`src/rtl/vram_pkg.sv`:
```
// Shared tile-map geometry, fetch FSM states and the row-to-VRAM-base helper
// for vram_row_fetch and its line buffer.
package vram_pkg;
    localparam int TILE_COLS  = 40;
    localparam int TILE_ROWS  = 30;
    localparam int VRAM_DEPTH = 1200;
    localparam int ADDR_W     = 11;
    localparam int DATA_W     = 8;
    localparam int COL_W      = 6;
    localparam int ROW_W      = 5;

    typedef enum logic [1:0] {IDLE, ISSUE, DRAIN, DONE} fetch_state_e;

    // row*40 as two shifts; the largest legal row (29) gives 1160.
    function automatic logic [ADDR_W-1:0] row_base(input logic [ROW_W-1:0] r);
        logic [ADDR_W-1:0] w_r;
        w_r = {{(ADDR_W-ROW_W){1'b0}}, r};
        return (w_r << 5) + (w_r << 3);
    endfunction
endpackage

```
`src/rtl/vram_row_fetch_if.sv`:
```
// Request, VRAM read-port and display-read signals of vram_row_fetch.
// master = renderer/VRAM side, slave = the fetch unit.
interface vram_row_fetch_if;
    import vram_pkg::*;

    logic              start;
    logic [ROW_W-1:0]  row;
    logic              busy;
    logic              done;
    logic              re;
    logic [ADDR_W-1:0] VAddr;
    logic [DATA_W-1:0] VData;
    logic [COL_W-1:0]  col;
    logic [DATA_W-1:0] tile;

    modport master (output start, row, VData, col, input busy, done, re, VAddr, tile);
    modport slave  (input start, row, VData, col, output busy, done, re, VAddr, tile);
endinterface

```
`src/rtl/vram_line_buf.sv`:
```
// 40x8 tile-code line buffer: one synchronous write port, one registered read.
// VRAM_FETCH_DBUF_EN selects two banks (fetch fills the hidden one, i_swap flips).
module vram_line_buf
    import vram_pkg::*;
(
    input  logic              clk,
    input  logic              rst_n,
    input  logic              i_we,
    input  logic [COL_W-1:0]  i_waddr,
    input  logic [DATA_W-1:0] i_wdata,
    input  logic              i_swap,
    input  logic [COL_W-1:0]  i_col,
    output logic [DATA_W-1:0] o_tile
);
    logic w_col_ok;
    assign w_col_ok = (i_col < COL_W'(TILE_COLS));

`ifdef VRAM_FETCH_DBUF_EN
    logic [DATA_W-1:0] r_mem [2][TILE_COLS];
    logic              r_bank;

    always_ff @(posedge clk) begin
        if (i_we) r_mem[~r_bank][i_waddr] <= i_wdata;
    end

    // The read on the swap edge still uses the old bank; the next col sees the new row.
    always_ff @(posedge clk or negedge rst_n) begin
        if (!rst_n) begin
            r_bank <= 1'b0;
            o_tile <= '0;
        end else begin
            if (i_swap) r_bank <= ~r_bank;
            o_tile <= w_col_ok ? r_mem[r_bank][i_col] : '0;
        end
    end
`else
    logic [DATA_W-1:0] r_mem [TILE_COLS];
    logic              w_unused_swap;

    assign w_unused_swap = i_swap;

    always_ff @(posedge clk) begin
        if (i_we) r_mem[i_waddr] <= i_wdata;
    end

    // Single bank: reads during a fetch may mix old and new codes.
    always_ff @(posedge clk or negedge rst_n) begin
        if (!rst_n) o_tile <= '0;
        else        o_tile <= w_col_ok ? r_mem[i_col] : '0;
    end
`endif
endmodule

```
`src/rtl/vram_row_fetch.sv`:
```
// Fetches one 40-tile row from VRAM into the line buffer on request and serves
// tile codes by column. VRAM_FETCH_DBUF_EN enables the double-banked buffer.
module vram_row_fetch
    import vram_pkg::*;
#(
    parameter int RD_LAT = 1
) (
    input logic             clk,
    input logic             rst_n,
    vram_row_fetch_if.slave bus
);
    fetch_state_e      r_state;
    logic              r_busy;
    logic              r_done;
    logic              r_re;
    logic [ADDR_W-1:0] r_addr;
    logic [COL_W-1:0]  r_idx;

    logic [RD_LAT-1:0]            r_dl_vld;
    logic [RD_LAT-1:0][COL_W-1:0] r_dl_idx;

    logic w_pend;
    logic w_swap;
    logic [DATA_W-1:0] w_tile;

    // Reads still in flight ahead of the stage that is writing this cycle.
    always_comb begin
        w_pend = 1'b0;
        for (int k = 0; k < RD_LAT - 1; k++) w_pend = w_pend | r_dl_vld[k];
    end

    assign w_swap = (r_state == DRAIN) && !w_pend;

    always_ff @(posedge clk or negedge rst_n) begin
        if (!rst_n) begin
            r_state <= IDLE;
            r_busy  <= 1'b0;
            r_done  <= 1'b0;
            r_re    <= 1'b0;
            r_addr  <= '0;
            r_idx   <= '0;
        end else begin
            r_done <= 1'b0;
            case (r_state)
                IDLE: begin
                    if (bus.start) begin
                        if (bus.row < ROW_W'(TILE_ROWS)) begin
                            r_state <= ISSUE;
                            r_busy  <= 1'b1;
                            r_re    <= 1'b1;
                            r_addr  <= row_base(bus.row);
                            r_idx   <= '0;
                        end else begin
                            r_state <= DONE;
                            r_done  <= 1'b1;
                        end
                    end
                end
                ISSUE: begin
                    if (r_idx == COL_W'(TILE_COLS - 1)) begin
                        r_re    <= 1'b0;
                        r_state <= DRAIN;
                    end else begin
                        r_idx  <= r_idx + COL_W'(1);
                        r_addr <= r_addr + ADDR_W'(1);
                    end
                end
                DRAIN: begin
                    if (!w_pend) begin
                        r_state <= DONE;
                        r_busy  <= 1'b0;
                        r_done  <= 1'b1;
                    end
                end
                DONE:    r_state <= IDLE;
                default: r_state <= IDLE;
            endcase
        end
    end

    // re/index follow the VRAM latency so the last stage lines up with VData.
    always_ff @(posedge clk or negedge rst_n) begin
        if (!rst_n) begin
            r_dl_vld <= '0;
            r_dl_idx <= '0;
        end else begin
            r_dl_vld[0] <= r_re;
            r_dl_idx[0] <= r_idx;
            for (int k = 1; k < RD_LAT; k++) begin
                r_dl_vld[k] <= r_dl_vld[k-1];
                r_dl_idx[k] <= r_dl_idx[k-1];
            end
        end
    end

    vram_line_buf u_buf (
        .clk     (clk),
        .rst_n   (rst_n),
        .i_we    (r_dl_vld[RD_LAT-1]),
        .i_waddr (r_dl_idx[RD_LAT-1]),
        .i_wdata (bus.VData),
        .i_swap  (w_swap),
        .i_col   (bus.col),
        .o_tile  (w_tile)
    );

    assign bus.busy  = r_busy;
    assign bus.done  = r_done;
    assign bus.re    = r_re;
    assign bus.VAddr = r_addr;
    assign bus.tile  = w_tile;
endmodule

```
`src/flat_wrapper.sv`:
```
// flat-port wrapper written by rule: the top's interface ports become plain ports
module vram_row_fetch_flat import vram_pkg::*;
#(
    parameter int RD_LAT = 1
)
  (clk, rst_n, bus_start, bus_row, bus_VData, bus_col, bus_busy, bus_done, bus_re, bus_VAddr, bus_tile);
  vram_row_fetch_if bus_i ();
  input logic clk;
  input logic rst_n;
  input wire logic [$bits(bus_i.start)-1:0] bus_start;
  input wire logic [$bits(bus_i.row)-1:0] bus_row;
  input wire logic [$bits(bus_i.VData)-1:0] bus_VData;
  input wire logic [$bits(bus_i.col)-1:0] bus_col;
  output wire logic [$bits(bus_i.busy)-1:0] bus_busy;
  output wire logic [$bits(bus_i.done)-1:0] bus_done;
  output wire logic [$bits(bus_i.re)-1:0] bus_re;
  output wire logic [$bits(bus_i.VAddr)-1:0] bus_VAddr;
  output wire logic [$bits(bus_i.tile)-1:0] bus_tile;
  assign bus_i.start = bus_start;
  assign bus_i.row = bus_row;
  assign bus_i.VData = bus_VData;
  assign bus_i.col = bus_col;
  assign bus_busy = bus_i.busy;
  assign bus_done = bus_i.done;
  assign bus_re = bus_i.re;
  assign bus_VAddr = bus_i.VAddr;
  assign bus_tile = bus_i.tile;
  vram_row_fetch #(.RD_LAT(RD_LAT)) u_core (.clk(clk), .rst_n(rst_n), .bus(bus_i));
endmodule
```
`config.mk`:
```
export PLATFORM = sky130hd
export DESIGN_NAME = vram_row_fetch_flat
export DESIGN_NICKNAME = d
export VERILOG_FILES = /design/src/rtl/vram_pkg.sv /design/src/rtl/vram_row_fetch_if.sv /design/src/rtl/vram_line_buf.sv /design/src/rtl/vram_row_fetch.sv /design/src/flat_wrapper.sv
export SDC_FILE = /design/constraint.sdc
export NUM_CORES = 1
export LEC_CHECK = 0
export CORE_MARGIN = 2
export CORE_UTILIZATION = 55
export CTS_BUF_LIST = sky130_fd_sc_hd__clkbuf_16
export DETAILED_ROUTE_END_ITERATION = 10
export HOLD_SLACK_MARGIN = 0.02
export PLACE_DENSITY = 0.81
export SYNTH_ARGS = -nofsm -noshare
export SYNTH_HDL_FRONTEND = slang
export SYNTH_SLANG_ARGS = --single-unit
```
`constraint.sdc`:
```
create_clock -name clk -period 1.89 [get_ports clk]
set_input_delay 0.189 -clock clk [delete_from_list [all_inputs] [get_ports clk]]
set_output_delay 0.189 -clock clk [all_outputs]
set_load 0.02 [all_outputs]
```
* After elaboration in Yosys (flattened, before gate mapping)
Memories as Yosys holds them, arrays and structs flattened. Index checks and enable logic that the tools add are counted.
Word-level totals: register bits 37, bits in latches 0, RAM bits 320, memory bits (read-only) 0, bits of input ports 22, output and inout bits 22, word-level logic and storage cells 53, memories 1
Memories:
- u_core.u_buf.r_mem | words 40, bits a word 8, read ports 1, clocked after Yosys merged registers in 0, write ports 1, RTL line vram_line_buf.sv:37 | logic [DATA_W-1:0] r_mem [TILE_COLS];
Operators by class: add/sub/neg operators 3, $mul 0, div/mod/pow operators 0, $lt $le $gt $ge 2, equal/unequal tests 8, shifts and indexed selects 0, multiplexer cells 23, bitwise gates (word level) 0, reductions and logical operators 7
Operators with widths (number):
- $mux 11 | 3
- $pmux 11 s2 | 1
- $mux 6 | 3
- $pmux 6 s2 | 1
- $add 10x8->11 | 1
- $add 11x1->11 const B | 1
- $mux 8 | 1
- $pmux 2 s4 | 1
- $reduce_and 4->1 | 2
- $mux 1 | 7
- $add 6x1->6 const B | 1
- $eq 6x6->1 const B | 1
- $lt 6x6->1 const B | 1
- $mux 2 | 3
- $pmux 1 s2 | 3
- $lt 5x5->1 const B | 1
- $eq 2x2->1 const B | 2
- $ne 2x1->1 const B | 2
- $ne 2x2->1 const B | 2
- $reduce_bool 2->1 | 2
- $reduce_and 3->1 | 1
- $eq 2x1->1 const B | 1
- $logic_not 2->1 | 1
- $reduce_and 2->1 | 1

* Depth between registers and ports, before layout
Gate-level depths: netlist of run 1.
word-level depth 4, depth in mapped cells 8

* Hierarchy
From an unflattened synthesis of run 1, not the netlist that was laid out.
Unflattened totals: cells, all modules 812, area, all modules 14542.7 um^2
By module, submodules not included:
- vram_line_buf | times used 1, cells an instance 640, area each 12876.1 um^2, sequential area each 9809.4 um^2
- vram_row_fetch | times used 1, cells an instance 172, area each 1666.6 um^2, sequential area each 725.7 um^2

* Least setup slack after synthesis of run 1
No wires, ideal clock.
path kind register -> register, start register u_core.r_state[0], end register u_core.r_addr[10] (netlist: u_core.bus.VAddr[10]), data arrival time 1710 ps, data required time 1764 ps, path slack 54 ps, cell stages (with the launch flop) 8, path buffers 2, period minus slack after synthesis 1836 ps, cell sequence dfrtp_1 > inv_1 > ha_1 > clkbuf_1 > nor2b_1 > o21ai_1 > buf_2 > a221o_1
On the way: longest elaborated chain between the ends 3, elaborated cells between the ends (all ways) 8
RTL lines:
- start, declared | RTL line vram_row_fetch.sv:12 | fetch_state_e r_state;
- start signal, assigned | RTL line vram_row_fetch.sv:36 | r_state <= IDLE;
- start signal, assigned | RTL line vram_row_fetch.sv:48 | r_state <= ISSUE;
- start signal, assigned | RTL line vram_row_fetch.sv:54 | r_state <= DONE;
- $eq 2x1->1 or $logic_not 2->1 (tied branches) | RTL line vram_row_fetch.sv:44 | case (r_state)
- $ne 2x2->1 (no line), or another cell as far along
- $reduce_and 4->1 (no line)
- end signal, assigned | RTL line vram_row_fetch.sv:51 | r_addr <= row_base(bus.row);
- end signal, assigned | RTL line vram_row_fetch.sv:65 | r_addr <= r_addr + ADDR_W'(1);
- end, declared | RTL line vram_row_fetch.sv:16 | logic [ADDR_W-1:0] r_addr;
Parallel ways exist; a longest one is shown, timed or not. A chain may end at the register's enable or synchronous reset.

* Worst setup path after layout of run 1
start register u_core.r_idx[0], end register u_core.r_addr[10] (netlist: u_core.bus.VAddr[10])
On the way: longest elaborated chain between the ends 3
RTL lines:
- start, declared | RTL line vram_row_fetch.sv:17 | logic [COL_W-1:0] r_idx;
- start signal, assigned | RTL line vram_row_fetch.sv:64 | r_idx <= r_idx + COL_W'(1);
- $eq 6x6->1 | RTL line vram_row_fetch.sv:60 | if (r_idx == COL_W'(TILE_COLS - 1)) begin
- $ne 2x2->1 (no line)
- $reduce_and 4->1 (no line)
Every way passes these cells.

==> run metrics, run 1 <==
status=finished, final reports clean; # H-tree levels=2; vias in the first global route=8159; Sw Share=roughly a quarter; CTS Buf Count=35; sequential power share=49.7%; initial antenna violation count=0; ys async rst share=10.4%; Comb pwr share=16.3%; Layout Skew=~0.012 ns; hold slack=0.286 ns; WP data arrival=2.23 ns; initial core utilization=between 50% and 60%; WL/cell=24.1 um; Max Used Layer=met4; number of warnings issued by yosys=0; most common cell after layout, fill and taps aside=edfxtp_1; Max FO, Critical Path=6; nets=989; Clk pwr share=34.0%; total gr overflow=0; post-DR vias/cell=6.20; CP max stage delay=0.37 ns; leakage=6.06 nW; type of origin of the critical path=flip-flop; # DRC=0; Setup Crit Path Kind=flip-flop to flip-flop; worst slew pin tran=0.538 ns; final total power=19.6 mW; Die Area=approximately 0.028 mm^2; setup TNS=0 ns; core area=0.0259 mm^2; I/O pin cnt=44; Die Y=166 um; M1 WL=12900 um; Vias=8178; largest net degree at the start of global routing=41; CP Data Required Time=2.28 ns; met2 WL=15400 um; ANT nets after route=0; storage element area=0.0105 mm^2; Slew headroom=64.1%; GRT Overall Usage=roughly a quarter; Root Buffer=clkbuf_16; clock latency at the later pin of the worst-skew pair=0.51 ns; MaxCap Viol Count=0; setup violators final=0; crit end category=flip-flop; P per Cell Area=1150 mW/mm^2; Slew Limit Fails=0; Final min period=1.85 ns; clk slew on worst S/H paths=roughly 0.06 ns; Layout Utilization=66.1%; Mapped Area=0.0145 mm^2; Pint=14.6 mW; final worst path period share=97.7%; Avg Cell Area, Syn=18.1 um^2; ANT cells=0; FMAX=between 0.5 and 0.6 GHz; number of core rows=between 50 and 60; Synth Instances=799; Port Buffers=43; RSZ-0062 raised after global routing=yes; final-report hold violation count=0; multi-input logic area=0.00363 mm^2; switching power=about 5.0 mW; Crit-path slowest cell=dfrtp_1; worst IR drop on VDD=872 uV; Worst Hold Class=input pin to async pin; clk sinks=between 300 and 400; flop2flop setup slack=around 0.044 ns; CTS tree=done; first-pass GRT wire length=a little under 50000 um; net count after synthesis=a little over 800; commonest cells after routing, fill and taps aside=edfxtp_1, buf_4, nor2_1, mux2i_1, clkdlybuf4s50_1; drt first pass iters=7; DP HPWL=20400 um; crit-path cells=ha_2 -> nand4b_1 -> o21a_1 -> buf_4 -> o2111ai_1 -> o21ai_0 -> a221o_1; gpl congestion=0.903; drt initial violations=925; clk buf depth=3; register area share after synthesis=approximately 73%; Layout fillers=approximately 1700; Die W=166 um; Routed Wire Length=around 32000 um; Cell variety after synth=58; DR WL met3=2480 um; Main synth FF type=edfxtp_1; Synth Register Bits=~360; layout cell share with drive strength beyond 1=a little under a quarter; area grow syn2layout=18.4%; Post-synth EDFFs=320
==> cells in the mapped netlist, drive strengths merged (2+ instances only) <==
master | instances | area [um^2]
edfxtp | 320 | 9610
mux2i | 58 | 581
nor2 | 58 | 218
mux4 | 53 | 1260
dfrtp | 37 | 926
nand2 | 36 | 135
buf | 27 | 224
a21oi | 16 | 80.1
o21ai | 15 | 75.1
mux2 | 14 | 158
o221ai | 13 | 114
a22oi | 12 | 95.1
inv | 12 | 45.0
a211oi | 11 | 82.6
clkbuf | 9 | 33.8
nand3 | 9 | 45.0
nor2b | 9 | 56.3
ha | 8 | 100
nand4 | 7 | 43.8
nor3 | 7 | 35.0
a22o | 6 | 52.6
o21bai | 6 | 45.0
o22ai | 6 | 37.5
o31ai | 5 | 37.5
xnor2 | 5 | 43.8
nand2b | 4 | 25.0
o2bb2ai | 4 | 35.0
and2 | 3 | 20.0
o2111ai | 3 | 26.3
o32ai | 3 | 26.3
xor2 | 3 | 26.3
o211ai | 2 | 15.0
or3 | 2 | 12.5
==> layer usage <==
metal / track usage [%] / vias up
met5: 0 / -
met4: 7.26 / 0
met3: 3.72 / 61
met2: 37.5 / 450
met1: 33.3 / 4120
li1: - / 3547
==> area by class of cell <==
class                           instances  area share, %
Inverter                               12          0.263
Clock inverter                         25           1.08
Clock buffer                           37           5.41
Timing Repair Buffer                  158           8.03
Sequential cell                       357           61.5
Multi-Input combinational cell        394           21.2
Tap cell                              335           2.45
==> critical path: cells and delay by family (launching register included) <==
kind                     cells  cell delay [ns]
AO/OA/AOI/OAI                4             0.82
flip-flops                   1             0.37
adder cells (fa/ha/maj)      1             0.21
AND/OR/NAND/NOR              1             0.17
buffers and inverters        1             0.16
==> power by group through the flow <==
stage / combinational [mW] / sequential [mW] / clock (mW)
4_1_cts: 3.20 / 9.75 / 6.74
2_1_floorplan: 1.65 / 9.89 / 0
3_3_place_gp: 3.06 / 9.85 / 0
6_report: 3.20 / 9.76 / 6.68
5_1_grt: 3.47 / 9.82 / 7.05
3_5_place_dp: 3.15 / 9.90 / 0
==> flip-flops by register name (all words and copies together), names as in the netlist <==
name                 flops
u_core.bus.VAddr        11
u_core.bus.busy          1
u_core.bus.done          1
u_core.bus.re            1
u_core.r_dl_idx          6
u_core.r_dl_vld          1
u_core.r_idx             6
u_core.r_state           2
u_core.u_buf.o_tile      8
u_core.u_buf.r_mem     320
==> what timing repair did <==
item,in CTS,in global routing
endpoints found under the setup margin,0,7
hold buffers,1,0
gates resized for setup,0,3
setup buffers,0,1
hold endpoints to repair,37,0
==> worst paths after layout <==
path                                        startpoint                               end  cells after the start
max reg2reg                u_core.r_idx[0]$_DFFE_PN0P_  u_core.bus.VAddr[10]$_DFFE_PN0P_                      7
min reg2reg                u_core.r_idx[4]$_DFFE_PN0P_      u_core.r_dl_idx[4]$_DFF_PN0_                      0
max                        u_core.r_idx[0]$_DFFE_PN0P_  u_core.bus.VAddr[10]$_DFFE_PN0P_                      7
max in group asynchronous                        rst_n       u_core.bus.busy$_DFFE_PN0P_                      3
min in group clk                            bus_row[0]   u_core.bus.VAddr[3]$_DFFE_PN0P_                      3
min                                              rst_n   u_core.bus.VAddr[3]$_DFFE_PN0P_                      3
==> logic make-up (layout without fill, tap and decap cells) <==
group                      count (synthesis)  count (layout)  share of synthesized area (%)
DFF                                      357             357                           72.8
and+or+nand+nor                          138             138                           4.25
muxes                                    125             125                           13.8
AOI/OAI and AO/OA                        114             114                           5.71
buffers and inverters                     48             232                           2.09
adders and majority gates                  9               9                          0.830
xor gates and xnor gates                   8               8                          0.484
==> stage by stage <==
step,instance area [um^2],cells,worst slack (ns)
floorplan,14500,799,0.0539
global placement,16000,1254,-0.114
detailed placement,16000,1254,-0.176
CTS,17100,1317,0.0455
global route,17100,1318,-0.0979
finish,17100,1318,0.0439
Note: power is estimated with default switching activity, not from simulation.
==> run 2: changes to the inputs <==
--- a/config.mk
+++ b/config.mk
@@ -9,7 +9,8 @@
 export CORE_UTILIZATION = 55
 export CTS_BUF_LIST = sky130_fd_sc_hd__clkbuf_16
 export DETAILED_ROUTE_END_ITERATION = 10
-export HOLD_SLACK_MARGIN = 0.02
+export GPL_ROUTABILITY_DRIVEN = 1
+export HOLD_SLACK_MARGIN = 0.08
 export PLACE_DENSITY = 0.81
 export SYNTH_ARGS = -nofsm -noshare
 export SYNTH_HDL_FRONTEND = slang
==> results of run 2 <==
The final DEF is identical to that of run 1; final timing and power are the same.
==> run 3: changes to the inputs <==
--- a/config.mk
+++ b/config.mk
@@ -5,6 +5,7 @@
 export SDC_FILE = /design/constraint.sdc
 export NUM_CORES = 1
 export LEC_CHECK = 0
+export ABC_CLOCK_PERIOD_IN_PS = 1890
 export CORE_MARGIN = 2
 export CORE_UTILIZATION = 55
 export CTS_BUF_LIST = sky130_fd_sc_hd__clkbuf_16
==> results of run 3 <==
The final DEF is identical to that of run 1; final timing and power are the same.
